[src/rtl/pwm_pkg.sv]
// Shared constants and helpers for the multi-channel PWM generator.
package pwm_pkg;

    localparam logic MODE_EDGE   = 1'b0;
    localparam logic MODE_CENTER = 1'b1;

    localparam int DEF_RES   = 8;
    localparam int DEF_DIV_W = 16;

    // Index width for n entries, never below 1 so a single channel still has a port.
    function automatic int clog2(input int n);
        int r;
        r = 1;
        while ((1 << r) < n) r = r + 1;
        return r;
    endfunction

endpackage

[src/rtl/pwm_prescaler.sv]
// Tick prescaler: one tick every div_act+1 clocks; div_act reloads only at the period boundary.
module pwm_prescaler #(
    parameter int DIV_W = 16
) (
    input  logic             clk,
    input  logic             rst_n,
    input  logic [DIV_W-1:0] div_i,
    input  logic             load_i,
    output logic             tick_o
);

    logic [DIV_W-1:0] q_q, q_d;
    logic [DIV_W-1:0] div_act_q, div_act_d;

    assign tick_o = (q_q == div_act_q);

    always_comb begin
        q_d       = tick_o ? '0 : q_q + 1'b1;
        div_act_d = load_i ? div_i : div_act_q;
    end

    always_ff @(posedge clk or posedge rst_n) begin
        if (rst_n) begin
            q_q       <= '0;
            div_act_q <= '0;
        end else begin
            q_q       <= q_d;
            div_act_q <= div_act_d;
        end
    end

endmodule

[src/rtl/pwm_multi_ch.sv]
// N_CH PWM outputs sharing one prescaler and period counter, with double-buffered duties.
module pwm_multi_ch
    import pwm_pkg::*;
#(
    parameter int N_CH  = 4,
    parameter int RES   = DEF_RES,
    parameter int DIV_W = DEF_DIV_W,
    parameter int CH_W  = clog2(N_CH)
) (
    input  logic             clk,
    input  logic             rst_n,
    input  logic             ena,
    input  logic [DIV_W-1:0] div_in,
    input  logic             center_mode,
    input  logic [N_CH-1:0]  pol,
    input  logic             wr_en,
    input  logic [CH_W-1:0]  wr_ch,
    input  logic [RES:0]     wr_duty,
    output logic [N_CH-1:0]  pwm_o,
    output logic             period_start
);

    localparam logic [RES-1:0] CNT_MAX = '1;

    logic                      tick, bnd;
    logic [RES-1:0]            cnt_q, cnt_d;
    logic                      dir_q, dir_d;   // 1 = counting down
    logic                      mode_q, mode_d;
    logic [N_CH-1:0][RES:0]    sh_q, sh_d, act_q, act_d;
    logic [N_CH-1:0]           raw, pwm_d, pwm_q;
    logic                      ps_q;

    pwm_prescaler #(.DIV_W(DIV_W)) u_presc (
        .clk    (clk),
        .rst_n  (rst_n),
        .div_i  (div_in),
        .load_i (bnd),
        .tick_o (tick)
    );

    assign bnd = tick && ((mode_q == MODE_CENTER) ? (cnt_q == '0 && dir_q)
                                                  : (cnt_q == CNT_MAX));

    always_comb begin
        cnt_d  = cnt_q;
        dir_d  = dir_q;
        mode_d = mode_q;
        if (tick) begin
            if (mode_q == MODE_EDGE) begin
                cnt_d = cnt_q + 1'b1;
            end else if (!dir_q) begin
                if (cnt_q == CNT_MAX) begin
                    dir_d = 1'b1;
                    cnt_d = cnt_q - 1'b1;
                end else begin
                    cnt_d = cnt_q + 1'b1;
                end
            end else begin
                if (cnt_q == '0) begin
                    dir_d = 1'b0;
                    cnt_d = cnt_q + 1'b1;
                end else begin
                    cnt_d = cnt_q - 1'b1;
                end
            end
        end
        // A mode switch restarts the waveform from the bottom, counting up.
        if (bnd) begin
            mode_d = center_mode;
            if (center_mode != mode_q) begin
                cnt_d = '0;
                dir_d = 1'b0;
            end
        end
    end

    always_comb begin
        sh_d = sh_q;
        for (int i = 0; i < N_CH; i++) begin
            if (wr_en && int'(wr_ch) == i) sh_d[i] = wr_duty;
        end
        act_d = bnd ? sh_q : act_q;
    end

    for (genvar g = 0; g < N_CH; g++) begin : g_ch
        assign raw[g]   = ({1'b0, cnt_q} < act_q[g]);
        assign pwm_d[g] = ena ? (raw[g] ^ pol[g]) : pol[g];
    end

    always_ff @(posedge clk or posedge rst_n) begin
        if (rst_n) begin
            cnt_q  <= '0;
            dir_q  <= 1'b0;
            mode_q <= MODE_EDGE;
            sh_q   <= '0;
            act_q  <= '0;
            pwm_q  <= '0;
            ps_q   <= 1'b0;
        end else begin
            cnt_q  <= cnt_d;
            dir_q  <= dir_d;
            mode_q <= mode_d;
            sh_q   <= sh_d;
            act_q  <= act_d;
            pwm_q  <= pwm_d;
            ps_q   <= bnd;
        end
    end

    assign pwm_o        = pwm_q;
    assign period_start = ps_q;

endmodule

[config.mk]
export PLATFORM = sky130hd
export DESIGN_NAME = pwm_multi_ch
export DESIGN_NICKNAME = d
export VERILOG_FILES = /design/src/rtl/pwm_pkg.sv /design/src/rtl/pwm_prescaler.sv /design/src/rtl/pwm_multi_ch.sv
export SDC_FILE = /design/constraint.sdc
export NUM_CORES = 1
export LEC_CHECK = 0
export ABC_AREA = 1
export CAP_MARGIN = 20
export CORE_UTILIZATION = 30
export CTS_CLUSTER_SIZE = 12
export DETAILED_ROUTE_END_ITERATION = 10
export GPL_ROUTABILITY_DRIVEN = 0
export GPL_TIMING_DRIVEN = 0
export SYNTH_ARGS = -nofsm -noshare
export SYNTH_HDL_FRONTEND = slang
export SYNTH_SLANG_ARGS = --single-unit
[constraint.sdc]
create_clock -name clk -period 4.9 [get_ports clk]
set_clock_uncertainty 0.05 [all_clocks]
set_input_delay 0.49 -clock clk [delete_from_list [all_inputs] [get_ports clk]]
set_output_delay 0.49 -clock clk [all_outputs]
set_load 0.05 [all_outputs]
# Word-level counts from Yosys, hierarchy flattened
# Index checks and enable logic that the tools add are counted.
# W data, S select, Z words.
# classes
mul	0
n_eq_ne	6
div_mod_pow	0
n_shift	0
n_bitwise	4
mux	20
reduce_logical	8
order_cmp	4
addsub	3
# op_table
operator	n
$mux W8	7
$lt A8 B9 Y1	4
$add A16 B1 Y16 const B	1
$eq A16 B16 Y1	1
$mux W16	1
$mux W1	12
$add A8 B1 Y8 const B	1
$eq A8 B8 Y1 const B	1
$logic_not A8 Y1	1
$sub A8 B1 Y8 const B	1
$logic_and A1 B1 Y1	6
$eq A2 B2 Y1 const B	2
$xor A1 B1 Y1	4
$eq A2 B1 Y1 const B	1
$logic_not A2 Y1	1
$ne A1 B1 Y1	1
# word_totals
wordCells	60
out_inout_bits	5
mem_count	0
latch_bits	0
ff_bits	119
romBits	0
mem_bits_rw	0

# Longest topological paths before layout
# Gate-level depths: netlist of run 1.
# logic_depth
ltp_word	7
ltp_mapped	13
ltp_nobuf	12

# Hierarchy
# A second synthesis of run 1 with hierarchy kept.
# hier_totals
hier_cells	769
area_unflattened_um2	6490.0
# by_module_without_submodules
mod	area_per_inst_um2	seq_area_each_um2	cells_each	instances
pwm_multi_ch	4683.2	2177.1	527	1
pwm_prescaler	1806.7	800.8	242	1

# Worst setup path before layout of run 1
# Ideal clock, no wire load.
# synth_path
kind	reg-to-reg
from	register cnt_q[0]
to	register act_q[17] (netlist bit)
setup_slack_ns	2.930
stages_incl_launch_ff	12
required_ns	4.724
arrival_time_ns	1.794
n_path_buf	2
setup_time_ns	0.126
cell_sequence	dfrtp_1 -> clkinv_1 -> ha_1 -> nand2_1 -> nor2_2 -> nand3_1 -> nand2_1 -> nand4_4 -> inv_4 -> buf_6 -> buf_6 -> o21ai_0
# synth_via
elab_chain_cells	4
elab_cells_between_ends	5
classes_between	eq/ne: 1; mux: 1; reduce/logical: 3
# synth_rtl
element	line_no	text
start, declared	pwm_multi_ch.sv:26	logic [RES-1:0] cnt_q, cnt_d;
start signal, assigned	pwm_multi_ch.sv:100	cnt_q <= cnt_d;
$logic_not A8 Y1	pwm_multi_ch.sv:41	assign bnd = tick && ((mode_q == MODE_CENTER) ? (cnt_q == '0 && dir_q)
$logic_and A1 B1 Y1	pwm_multi_ch.sv:41	
$mux W1 *	pwm_multi_ch.sv:41	
$logic_and A1 B1 Y1 *	pwm_multi_ch.sv:41	
end signal, assigned	pwm_multi_ch.sv:104	act_q <= act_d;
end, declared	pwm_multi_ch.sv:29	logic [N_CH-1:0][RES:0] sh_q, sh_d, act_q, act_d;
# Mark *: on every way between the ends. The rest lies on a longest branch, timed or not.
# A chain may end at the register's enable or synchronous reset.

# Worst setup path in the final report of run 1
# layout_path
from	register cnt_q[0]
to	register act_q[6] (netlist bit)
# The elaborated chain is that of the path after synthesis.

==> flow_summary_export.csv, run 1 <==
group,metric,value,unit
outcome,status,"complete, no violations",
route,totalWireLength,15.2,mm
timing,slew_headroom,63.4,%
logic_synthesis,synth_nets,871,
timing,rsz0062_at_grt,"false",
cells_and_area,finalNonFillerCells,1147,
route,wl_per_cell,13.2,um
logic_synthesis,synth-edff-count,0,
route,ant_nets,0,
logic_synthesis,yosys_warnings,0,
cts,cts_tree,"built",
die,dieArea,21500,sq um
logic_synthesis,synth.top_cells.by_count,"271 x nand2_1, 119 x dfrtp_1, 97 x inv_1",
worst_setup_path,crit_type,"flip-flop to flip-flop",
die,initial_utilization,30.8,%
logic_synthesis,synth.distinct_cells,31,
cts,holdBufCountCts,0,
route,first_pass_iters,5,
grt,grt_pass1_vias,5093,
timing,fmax,410,MHz
route,viasPerCell,4.53,
timing,tightest_slew,545,ps
cts,cts_buffers,17,
die,die_h,147,um
cells_and_area,antenna_cells,0,
timing,final-max-slew-violation-count,0,
cts,clockRootBuffer,"clkbuf_16",
hold_path,min_path_type,"primary input to asynchronous set/reset pin",
die,die_w,147,um
logic_synthesis,synth_seq_cells,119,
worst_setup_path,cp_max_fo,10,
cells_and_area,nets,931,
logic_synthesis,ys.flop_type,"dfrtp_1",
route,drtIter0Drc,258,
worst_setup_path,cp.arrival,2680,ps
logic_synthesis,synth_cells,804,
logic_synthesis,synth_area,6280,sq um
logic_synthesis,syn_avg_cell_area,7.81,sq um
cts,path_clk_slew,60,ps
die,core-area,20400,sq um
worst_setup_path,critPathCaptureType,"flip-flop",
worst_setup_path,critPathRequiredTime,5140,ps
grt,grt_max_degree,78,
die,rows,52,
logic_synthesis,synthArstFlopShare,100,%
timing,fin_crit_sh,49.8,%
power,ir_drop,0.000171,V
place,dp_cells,1115,
cts,cts_setup_buffers,0,
logic_synthesis,yosysTopAreaCell,"dfrtp_1",
logic_synthesis,synth_area_leaders,"dfrtp_1 47%, nand2_1 16%, o21ai_0 7.5%, ha_1 6.2%, inv_1 5.8%",
power,pwr_density_cell,325,nW/um^2
flow_run,cap_viol_max_count,0,
logic_synthesis,ys_seq_area_share,47.4,%
grt,grt.overflow.total,0,
cts,clk_path_buf_depth,2,
grt,antenna_found_initial,0,
cells_and_area,synthToLayoutAreaGrowth,21.7,%
worst_setup_path,cp-start-kind,"flip-flop",
logic_synthesis,yosysMostFrequentCell,"nand2_1",
timing,setup_viol,0,
cells_and_area,layout-drive-gt1-share,7.64,%
route,drc,0,
logic_synthesis,synth_top_area_share,47.4,%
place,hpwl,10.8,mm
cts,cts-resized-gates,0,
cts,ctsHtreeMaxLevel,4,
power,power.total,2.49,mW
timing,hold_violations,0,
power,total_leakage_power,3.69,nW
grt,grt_usage,15.2,%
grt,grt_first_pass_wirelength,25.7,mm
place,io_buffers,40,
cts,cts_sinks,119,
timing,layout_min_cycle_time,2440,ps
cts,clk_latency,420,ps
route,vias,5193,
worst_setup_path,reg2reg_depth,11,
die,ios,41,
[critical path, cell delays in order (launching register included)]
cell	delay (ps)
dfrtp_1	410
clkinv_1	200
ha_1	250
nand2_1	110
nor2_2	190
nand3_1	120
nand2_1	170
nand4_4	230
inv_4	160
buf_6	160
buf_6	160
o21ai_0	100
[per-layer routing]
layer / vias up / share of wire (%) / track usage, %
li1: 2700 / - / -
met1: 2395 / 49 / 20.4
met2: 81 / 46 / 23.8
met3: 17 / 3.5 / 3.39
met4: 0 / 1.4 / 5.26
met5: - / 0 / 0
[through the flow]
stage	hold slack, ps	setup TNS, ps	area, sq um	setup slack, ps	util (%)
final	423	0	7640	2460	37.5
after global routing	453	0	7640	2270	37.5
after CTS	429	0	7640	2440	37.5
after detailed placement	417	0	7050	2460	34.6
after global placement	414	-89760	7020	-764	34.5
after floorplan	392	0	6280	1200	-
[final timing paths]
kind | start | to | slack [ps]
max | cnt_q[0]$_DFF_PP0_ | act_q[6]$_DFFE_PP0P_ | 2460
min | rst_n | dir_q$_DFF_PP0_ | 420
max reg2reg | cnt_q[0]$_DFF_PP0_ | act_q[6]$_DFFE_PP0P_ | 2460
min reg2reg | act_q[0]$_DFFE_PP0P_ | act_q[0]$_DFFE_PP0P_ | 430
max in group asynchronous | rst_n | act_q[33]$_DFFE_PP0P_ | 3660
min in group clk | act_q[0]$_DFFE_PP0P_ | act_q[0]$_DFFE_PP0P_ | 430
[cell families (layout without fill, tap and decap cells)]
family	after synthesis	count (layout)	share of synthesized area [%]
compound gates	133	133	11.2
xor+xnor	14	14	1.95
fa+ha+maj	31	31	6.18
buf+inv	125	198	8.17
flops	119	119	47.4
simple gates	382	382	25.1
[power breakdown]
part / internal (mW) / switching [mW]
Combinational: 0.0671 / 0.0943
Clock: 0.766 / 0.483
Sequential: 1.04 / 0.0389
Total: 1.87 / 0.617
[sequential cells by signal (all words and copies together) (netlist names)]
register	flops
dir_q	1
act_q	36
u_presc.q_q	16
sh_q	36
u_presc.div_act_q	16
cnt_q	8
mode_q	1
pwm_o	4
period_start	1
[final cells by class]
type | instances | area [sq um]
multi-input combinational | 560 | 2790
buffer | 20 | 116
clock inverter | 13 | 146
timing repair buffer | 41 | 428
inverter | 105 | 402
tap | 270 | 338
clock buffer | 19 | 443
sequential | 119 | 2980
fill | 2130 | 12700
[layout by cell type, fill, tap and decap left out, drive strengths merged, types with 9 or more instances in the layout]
cell,netlist,routed
nand3,37,37
inv,104,106
dfrtp,119,119
buf,12,13
nand2,273,273
clkdlybuf4s50,0,40
nor3,10,10
ha,31,31
clkbuf,8,27
nor2,45,45
nand4,12,12
xor2,9,9
a21oi,26,26
o21ai,100,100
(Power assumes the default switching activity.)
==> run 2: changes to the inputs <==
==> constraint.sdc (replaced) <==
create_clock -name clk -period 2 [get_ports clk]
set_clock_uncertainty 0.05 [all_clocks]
set_input_delay 0.2 -clock clk [delete_from_list [all_inputs] [get_ports clk]]
set_output_delay 0.2 -clock clk [all_outputs]
set_load 0.05 [all_outputs]
==> flow_summary_export.csv, run 2 (synthesis results as in run 1) <==
group,metric,value,unit
worst_setup_path,rrSetupSlack,90,ps
cts,clk_path_buf_depth,2,
route,met3_length,621,um
cells_and_area,postLayoutCellArea,7890,sq um
place,dp_cells,1117,
cells_and_area,reg_top3,"act_q x36, sh_q x36",
timing,fin_crit_sh,95.3,%
cells_and_area,synthToLayoutAreaGrowth,25.6,%
worst_setup_path,critPathCaptureType,"flip-flop",
grt,grt_first_pass_wirelength,25.8,mm
place,io_buffers,40,
cts,clk_latency,420,ps
worst_setup_path,reg2reg_depth,11,
worst_setup_path,slowest_delay,400,ps
timing,hold_violations,0,
worst_setup_path,cp_max_fo,10,
grt,grt.overflow.total,0,
grt,grt_max_degree,43,
route,totalWireLength,15.3,mm
timing,tightest_slew,515,ps
route,drc,0,
route,wl_per_cell,13.1,um
timing,fmax,525,MHz
worst_setup_path,crit_chain,"buf_2 -> inv_2 -> nand2_2 -> nor2_4 -> nand3_1 -> nand2_2 -> nand4_4 -> clkinv_4 -> buf_8 -> buf_12 -> o21ai_0",
route,drtIter0Drc,241,
route,vias,5208,
power,pwr_density_cell,761,nW/um^2
cts,clockRootBuffer,"clkbuf_16",
cells_and_area,layout-drive-gt1-share,12.1,%
place,post_dp_cell_area,7080,sq um
worst_setup_path,r2r_start,"cnt_q[5]$_DFF_PP0_",
cells_and_area,antenna_cells,0,
cts,ctsHtreeMaxLevel,4,
worst_setup_path,slowest_stage,"dfrtp_2",
cells_and_area,final_common_cell,"nand2_1",
die,core-area,20400,sq um
cells_and_area,finalNonFillerCells,1165,
timing,final-max-slew-violation-count,0,
power,total_leakage_power,3.80,nW
cts,cts_sinks,119,
timing,rsz0062_at_grt,"true",
die,initial_utilization,30.8,%
worst_setup_path,critical-path-top-delay-family,"buffers and inverters",
power,power.total,6.00,mW
die,ios,41,
worst_setup_path,cp-start-kind,"flip-flop",
cts,cts_tree,"built",
hold_path,min_path_type,"primary input to asynchronous set/reset pin",
route,ant_nets,0,
worst_setup_path,critPathMostFrequentCell,"nand2_2",
grt,grt_pass1_vias,5129,
worst_setup_path,cp.arrival,2150,ps
die,die_h,147,um
die,die_w,147,um
cells_and_area,multi_input_area,2850,sq um
route,first_pass_iters,5,
flow_run,cap_viol_max_count,0,
cells_and_area,regArea,2990,sq um
place,hpwl,11.1,mm
worst_setup_path,critPathRequiredTime,2250,ps
cells_and_area,fillCellCount,2115,
timing,layout_min_cycle_time,1910,ps
worst_setup_path,crit_type,"flip-flop to flip-flop",
die,rows,52,
grt,grt_usage,15.2,%
worst_setup_path,r2r_end,"act_q[17]$_DFFE_PP0P_",
route,wirelength_met1,7.36,mm
cts,path_clk_slew,60,ps
grt,antenna_found_initial,0,
worst_setup_path,worst-path-buf-inv,5,
cts,cts_buffers,17,
route,viasPerCell,4.47,
power,ir_drop,0.000499,V
route,routed.top_layer,"met4",
route,wl_met2,7.14,mm
cells_and_area,layout_common_cells,"266 x nand2_1, 110 x dfrtp_1, 96 x inv_1, 94 x o21ai_0, 40 x clkdlybuf4s50_1",
timing,setup_viol,0,
outcome,status,"complete, no violations",
cells_and_area,nets,949,
timing,slew_headroom,65.6,%
die,dieArea,21500,sq um
## run 2: cell count changes in the layout (fill, tap and decap cells not counted), sizes merged
cell    previous run  this run
buf               13        30
clkinv             8         6
inv              106       111
bufinv             2         0
## run 2: through the flow
step / setup WS [ps] / utilization [%] / TNS (ps) / hold slack, ps
after floorplan: 29.6 / - / 0 / 246
after global placement: -961 / 34.5 / -132710 / 414
after detailed placement: -418 / 34.8 / -20430 / 420
after CTS: 1.55 / 38.1 / 0 / 116
after global routing: -9.62 / 38.7 / -47.7 / 131
final: 94.4 / 38.7 / 0 / 108
## run 2: report_power, final
part | switching [mW] | internal, mW | leakage, nW
clock network | 1.28 | 1.68 | 0.280
logic | 0.236 | 0.180 | 2.04
registers | 0.0927 | 2.54 | 1.48
## run 2: worst max-delay path by stage
stage	startpoint	end	slack (ps)	cells past startpoint
after detailed placement	cnt_q[0]$_DFF_PP0_	act_q[7]$_DFFE_PP0P_	-420	11
after floorplan	cnt_q[0]$_DFF_PP0_	act_q[17]$_DFFE_PP0P_	30	11
after global routing	u_presc.q_q[9]$_DFF_PP0_	u_presc.div_act_q[15]$_DFFE_PP0P_	-10	12
after CTS	cnt_q[1]$_DFF_PP0_	u_presc.div_act_q[0]$_DFFE_PP0P_	2	12
after global placement	rst_n	sh_q[24]$_DFFE_PP0P_	-960	2
final	cnt_q[5]$_DFF_PP0_	act_q[17]$_DFFE_PP0P_	90	11
## run 2: routing by layer
metal / vias to the layer above / GRT usage (%)
met5: - / 0
met2: 92 / 25.1
li1: 2727 / -
met4: 0 / 3.85
met1: 2378 / 19.9
met3: 11 / 3.73
## run 2: repair_timing
action	4_1_cts	5_1_grt
hold buffers	0	0
cloned	0	0
pin swaps	3	0
setup endpoints to repair	64	77
resized for setup	16	28
buffers inserted	9	7
## run 2: area by class of cell
class	count	area share, %
Inverter	105	5.17
Multi-Input combinational cell	560	36.2
Timing Repair Buffer	59	7.36
Buffer	20	1.87
Sequential cell	119	37.9
Clock buffer	18	5.57
Tap cell	270	4.28
Clock inverter	14	1.67
